File: src/rtl/pll_seq_pkg.sv
// Shared definitions for the PLL lock sequencer: state encoding and helpers.
package pll_seq_pkg;

   localparam int STATE_W = 3;

   // Encoding is visible on the state port (debug / LED), so values are fixed.
   typedef enum logic [STATE_W-1:0] {
      ST_RST_PLL   = 3'd0,
      ST_WAIT_LOCK = 3'd1,
      ST_STABLE    = 3'd2,
      ST_RUN       = 3'd3,
      ST_FAIL      = 3'd4
   } state_t;

   // Increment that sticks at all-ones instead of wrapping.
   function automatic logic [7:0] sat_inc8(input logic [7:0] v);
      return (v == 8'hFF) ? v : v + 8'd1;
   endfunction

endpackage

File: src/rtl/sync_2ff.sv
// Two-flop synchronizer for a single asynchronous status bit; resets to 0.
module sync_2ff (
   input  logic clk,
   input  logic rst,
   input  logic i_d,
   output logic o_q
);

   logic r_meta;
   logic r_sync;

   // Double-register the asynchronous input to settle metastability.
   always_ff @(posedge clk or posedge rst) begin
      if (rst) begin
         r_meta <= 1'b0;
         r_sync <= 1'b0;
      end else begin
         r_meta <= i_d;
         r_sync <= r_meta;
      end
   end

   assign o_q = r_sync;

endmodule

File: src/rtl/pll_lock_sequencer.sv
// PLL reset / lock-qualification sequencer in the 25 MHz reference domain.
// Pulses PLL RST, waits for lock with timeout and retry limit, qualifies lock
// stability, then releases the system reset; restarts on lock loss.
module pll_lock_sequencer
   import pll_seq_pkg::*;
#(
   parameter int PLL_RST_CYCLES = 25,
   parameter int LOCK_TIMEOUT   = 250000,
   parameter int STABLE_CYCLES  = 2500,
   parameter int MAX_RETRIES    = 4,
   parameter int CNT_W          = 18
) (
   input  logic               clk_25mhz,
   input  logic               rst,
   input  logic               pll_locked,
   input  logic               retry,
   output logic               pll_rst,
   output logic               sys_rst,
   output logic               ready,
   output logic               fail,
   output logic [STATE_W-1:0] state,
   output logic [7:0]         loss_count,
   output logic [2:0]         retry_count
);

   // Terminal counts: each timed state exits when the timer equals these.
   localparam logic [CNT_W-1:0] L_RST_END = CNT_W'(PLL_RST_CYCLES - 1);
   localparam logic [CNT_W-1:0] L_TO_END  = CNT_W'(LOCK_TIMEOUT - 1);
   localparam logic [CNT_W-1:0] L_STB_END = CNT_W'(STABLE_CYCLES - 1);
   localparam logic [2:0]       L_MAX_TRY = 3'(MAX_RETRIES);

   logic             w_lk_s;
   state_t           r_state;
   state_t           w_next;
   logic [CNT_W-1:0] r_timer;
   logic [CNT_W-1:0] w_timer_next;
   logic [2:0]       r_retry;
   logic [2:0]       w_retry_next;
   logic [7:0]       r_loss;
   logic [7:0]       w_loss_next;
   logic             r_pll_rst;
   logic             r_sys_rst;
   logic             r_ready;
   logic             r_fail;

   sync_2ff u_lock_sync (
      .clk (clk_25mhz),
      .rst (rst),
      .i_d (pll_locked),
      .o_q (w_lk_s)
   );

   // Next-state and counter-update decode.
   always_comb begin
      w_next       = r_state;
      w_retry_next = r_retry;
      w_loss_next  = r_loss;
      case (r_state)
         ST_RST_PLL: begin
            if (r_timer == L_RST_END) w_next = ST_WAIT_LOCK;
         end
         ST_WAIT_LOCK: begin
            if (w_lk_s) begin
               w_next = ST_STABLE;
            end else if (r_timer == L_TO_END) begin
               w_retry_next = r_retry + 3'd1;
               w_next       = (w_retry_next == L_MAX_TRY) ? ST_FAIL : ST_RST_PLL;
            end
         end
         ST_STABLE: begin
            // A lock glitch only restarts the wait; it is not a timeout.
            if (!w_lk_s) begin
               w_next = ST_WAIT_LOCK;
            end else if (r_timer == L_STB_END) begin
               w_next       = ST_RUN;
               w_retry_next = 3'd0;
            end
         end
         ST_RUN: begin
            if (!w_lk_s) begin
               w_next      = ST_RST_PLL;
               w_loss_next = sat_inc8(r_loss);
            end
         end
         ST_FAIL: begin
            if (retry) begin
               w_next       = ST_RST_PLL;
               w_retry_next = 3'd0;
            end
         end
         default: w_next = ST_RST_PLL;
      endcase
   end

   // Shared timer: clears on any state change, counts only in timed states so it never wraps.
   always_comb begin
      w_timer_next = r_timer;
      if (w_next != r_state) begin
         w_timer_next = '0;
      end else if ((r_state == ST_RST_PLL) || (r_state == ST_WAIT_LOCK) ||
                   (r_state == ST_STABLE)) begin
         w_timer_next = r_timer + CNT_W'(1);
      end
   end

   // State, counters and outputs; outputs decode the next state so they move with state.
   always_ff @(posedge clk_25mhz or posedge rst) begin
      if (rst) begin
         r_state   <= ST_RST_PLL;
         r_timer   <= '0;
         r_retry   <= 3'd0;
         r_loss    <= 8'd0;
         r_pll_rst <= 1'b1;
         r_sys_rst <= 1'b1;
         r_ready   <= 1'b0;
         r_fail    <= 1'b0;
      end else begin
         r_state   <= w_next;
         r_timer   <= w_timer_next;
         r_retry   <= w_retry_next;
         r_loss    <= w_loss_next;
         r_pll_rst <= (w_next == ST_RST_PLL) || (w_next == ST_FAIL);
         r_sys_rst <= (w_next != ST_RUN);
         r_ready   <= (w_next == ST_RUN);
         r_fail    <= (w_next == ST_FAIL);
      end
   end

   assign pll_rst     = r_pll_rst;
   assign sys_rst     = r_sys_rst;
   assign ready       = r_ready;
   assign fail        = r_fail;
   assign state       = r_state;
   assign loss_count  = r_loss;
   assign retry_count = r_retry;

endmodule

File: config.mk
export PLATFORM = sky130hd
export DESIGN_NAME = pll_lock_sequencer
export DESIGN_NICKNAME = d
export VERILOG_FILES = /design/src/rtl/pll_seq_pkg.sv /design/src/rtl/sync_2ff.sv /design/src/rtl/pll_lock_sequencer.sv
export SDC_FILE = /design/constraint.sdc
export NUM_CORES = 1
export LEC_CHECK = 0
export ABC_AREA = 1
export CAP_MARGIN = 0
export CELL_PAD_IN_SITES_DETAIL_PLACEMENT = 1
export CELL_PAD_IN_SITES_GLOBAL_PLACEMENT = 2
export CORE_ASPECT_RATIO = 0.75
export CORE_MARGIN = 1.5
export CORE_UTILIZATION = 30
export CTS_CLUSTER_SIZE = 25
export DETAILED_ROUTE_END_ITERATION = 10
export HOLD_SLACK_MARGIN = 0.06
export MAX_ROUTING_LAYER = met4
export PLACE_DENSITY_LB_ADDON = 0.1
export SYNTH_ARGS = -nofsm -noshare
export SYNTH_HDL_FRONTEND = slang
export SYNTH_SLANG_ARGS = --single-unit
File: constraint.sdc
create_clock -name clk_25mhz -period 1.7 [get_ports clk_25mhz]
set_clock_uncertainty 0.1 [all_clocks]
set_input_delay 0.34 -clock clk_25mhz [delete_from_list [all_inputs] [get_ports clk_25mhz]]
set_output_delay 0.34 -clock clk_25mhz [all_outputs]
set_load 0.05 [all_outputs]
==> results.ini <==
[route]
drc=0
wl_per_cell_um=13.50
drt-initial-drc-count=33
postRouteAntennaNets=0
routed_via_density=4.458
routed_wl_mm=5.726
dr.pass1.iters=3
num_vias=1890

[setup_path]
cp_data_required_time_ns=1.82
critPathCaptureType=register
worst-path-buf-inv=1
reg2reg_from=r_timer[4]
crit_top_cell=nor2_2
startpoint=r_timer[4]
crit_cells=12
path_cells=nor2_2 -> nand2_1 -> nor2_2 -> nand2_1 -> nor2_2 -> nor2_2 -> nor2_2 -> nand3_1 -> nand2_2 -> nand3_4 -> buf_12 -> nor2_1
crit_fanout=18
r2r_end=r_timer[17]
path_class=reg -> reg
crit_family=simple AND/OR/NAND/NOR gates
worstSetupEndpoint=r_timer[17]
cp_slowest_cell=dfrtp_1
critical-path-max-stage-delay_ns=0.39
cp.arrival_ns=1.96
r2r_cells=12
critPathLaunchType=register
reg2reg_slack_ns=-0.14

[placement]
placed_cell_area_mm2=0.003015
dp.cells=413
dpl.hpwl_mm=4.407
gp_congestion=0.8008
io_buffers=21

[outcome]
failed_checks=negative setup slack
status=finished, violations left

[sta]
maxSlewViolCount=0
timing.final.crit_share_pct=108.2
rsz0062_at_grt=yes
tightest_slew_ns=0.3460
finalSetupTns_ns=-2.207
worst_slack_ns=-0.1387
max_slew_margin_pct=76.81
fmax_mhz=543.9
setup_viol=21
fin_crit_ns=1.839
hold_viol_final=0

[cells_and_area]
drive_above_1_share_pct=45.59
diodes=0
fin_cells=424
stdcell_area_mm2=0.003267
final_cell_mix=54 x nand2_1, 53 x buf_4, 27 x dfrtp_1
final_common_cell=nand2_1
fin_nets=348
fill_cells=779
syn_to_final_growth_pct=55.14
seqCellArea_um2=964.7
multi_input_area_mm2=0.001201
utilization_pct=48.05

[floorplan]
die_w_um=99.74
row_count=26
die_y_um=75.56
start_util_pct=30.97
core_area_mm2=0.006799
ios=22
design.die.area_mm2=0.007536

[clock_tree]
cts_buffers=5
cts.htree.levels=2
clkSinkCount=38
clkTransAtPathRegs_ns=0.08
cts_tree=done
clockBufferDepth=2
clock-root-buffer=clkbuf_8
clk_latency_ns=0.29

[power]
p_leak_nw=1.534
power_frac_clock_pct=18.7
p_per_area_mw_per_mm2=1087
p_int_mw=2.119
switching_share_pct=40.32
switchingPower_mw=1.432
irDropWorstVdd_mv=0.4061
seq_power_share_pct=32.8
power_mw=3.551
combPwrFrac_pct=48.5

[synth]
ys_types=26
yosys_warnings=0
synth_nets=268
synth_seq_cells=38
synth.cell_area_mm2=0.002106
synth_edf_count=0
synth-main-ff-cell=dfrtp_1
synth.avg_cell_area_um2=8.130
yosysSeqAreaShare_pct=45.28
synthArstFlopShare_pct=100.0
syn_inst=259

[hold_path]
hold_path.class=reg -> reg

[global_routing]
antenna_found_initial=0
groute.usage.overall_pct=17.29
grt_max_degree=39
overflow=0
grt_pass1_wl_mm=9.639
grt_pass1_vias=1938

[flow_run]
drv_cap=0

==> flip-flops by register name, summed over array words and instances (netlist names), 3 cells and up <==
name	count
retry_count	3
loss_count	8
state	3
r_timer	18
==> worst reg2reg max path, stage by stage (launching register included) <==
cell and delay, ns:
dfrtp_1 0.39, nor2_2 0.17, nand2_1 0.08, nor2_2 0.10, nand2_1 0.07, nor2_2 0.14, nor2_2 0.08, nor2_2 0.10
nand3_1 0.09, nand2_2 0.10, nand3_4 0.08, buf_12 0.16, nor2_1 0.10
==> how the worst min path moves through the flow <==
stage / end / slack [ns] / from / cells after the start
after floorplan: u_lock_sync.o_q / 0.23 / u_lock_sync.r_meta / 0
final: u_lock_sync.o_q / 0.26 / u_lock_sync.r_meta / 0
after detailed placement: u_lock_sync.o_q / 0.24 / u_lock_sync.r_meta / 0
after global routing: u_lock_sync.o_q / 0.27 / u_lock_sync.r_meta / 0
after global placement: u_lock_sync.o_q / 0.24 / u_lock_sync.r_meta / 0
after CTS: u_lock_sync.o_q / 0.26 / u_lock_sync.r_meta / 0
==> cell families after synthesis <==
family / synth area share, %
DFF: 45.28
xor gates and xnor gates: 9.982
adders and majority gates: 2.971
AOI/OAI and AO/OA: 2.971
buffers and inverters: 5.763
and+or+nand+nor: 33.04
==> through the flow <==
step | hold WS, ns | worst slack, ns
floorplan | 0.2312 | -0.04569
global placement | 0.2387 | -0.1268
detailed placement | 0.2411 | -0.1822
CTS | 0.2610 | -0.1256
global route | 0.2730 | -0.2530
finish | 0.2564 | -0.1387
==> per-layer routing <==
layer | global-route usage, % | up-vias | wire (um)
met5 | - | - | 0
li1 | - | 965 | -
met2 | 24.72 | 15 | 2426
met1 | 25.27 | 906 | 3146
met3 | 3.303 | 4 | 117
met4 | 3.756 | 0 | 35
==> layout make-up <==
type / count / area share, %
repair buffers: 75 / 24.47
flip-flops and latches: 38 / 29.53
clock inverters: 1 / 0.1532
inverters: 28 / 3.217
multi-input cells: 191 / 36.77
clock buffers: 7 / 2.643
well taps: 84 / 3.217
==> synthesized netlist by cell type (3+ instances only) <==
cell | instances | area share, %
xor2_1 | 20 | 8.3
nand4_1 | 4 | 1.2
ha_1 | 5 | 3.0
nand2_1 | 62 | 11
o21ai_0 | 6 | 1.4
inv_1 | 26 | 4.6
nor2_2 | 13 | 3.9
nand3_1 | 19 | 4.5
xnor2_1 | 4 | 1.7
a21oi_1 | 3 | 0.71
dfrtp_1 | 36 | 43
nor2_1 | 37 | 6.6
nor3_1 | 5 | 1.2
==> power groups by stage <==
stage / Clock (mW) / Sequential (mW) / Combinational, mW
after floorplan: 0 / 1.33 / 0.736
after CTS: 0.705 / 1.15 / 1.62
after global routing: 0.742 / 1.18 / 1.90
final: 0.664 / 1.17 / 1.72
after global placement: 0 / 1.15 / 1.57
after detailed placement: 0 / 1.16 / 1.60
==> what timing repair did <==
action                     CTS  global route
buffers inserted             0             3
pin swaps                    3             8
gates resized for setup     11            32
hold buffers                 0             0
setup endpoints to repair   22            29
(Power assumes the default switching activity.)
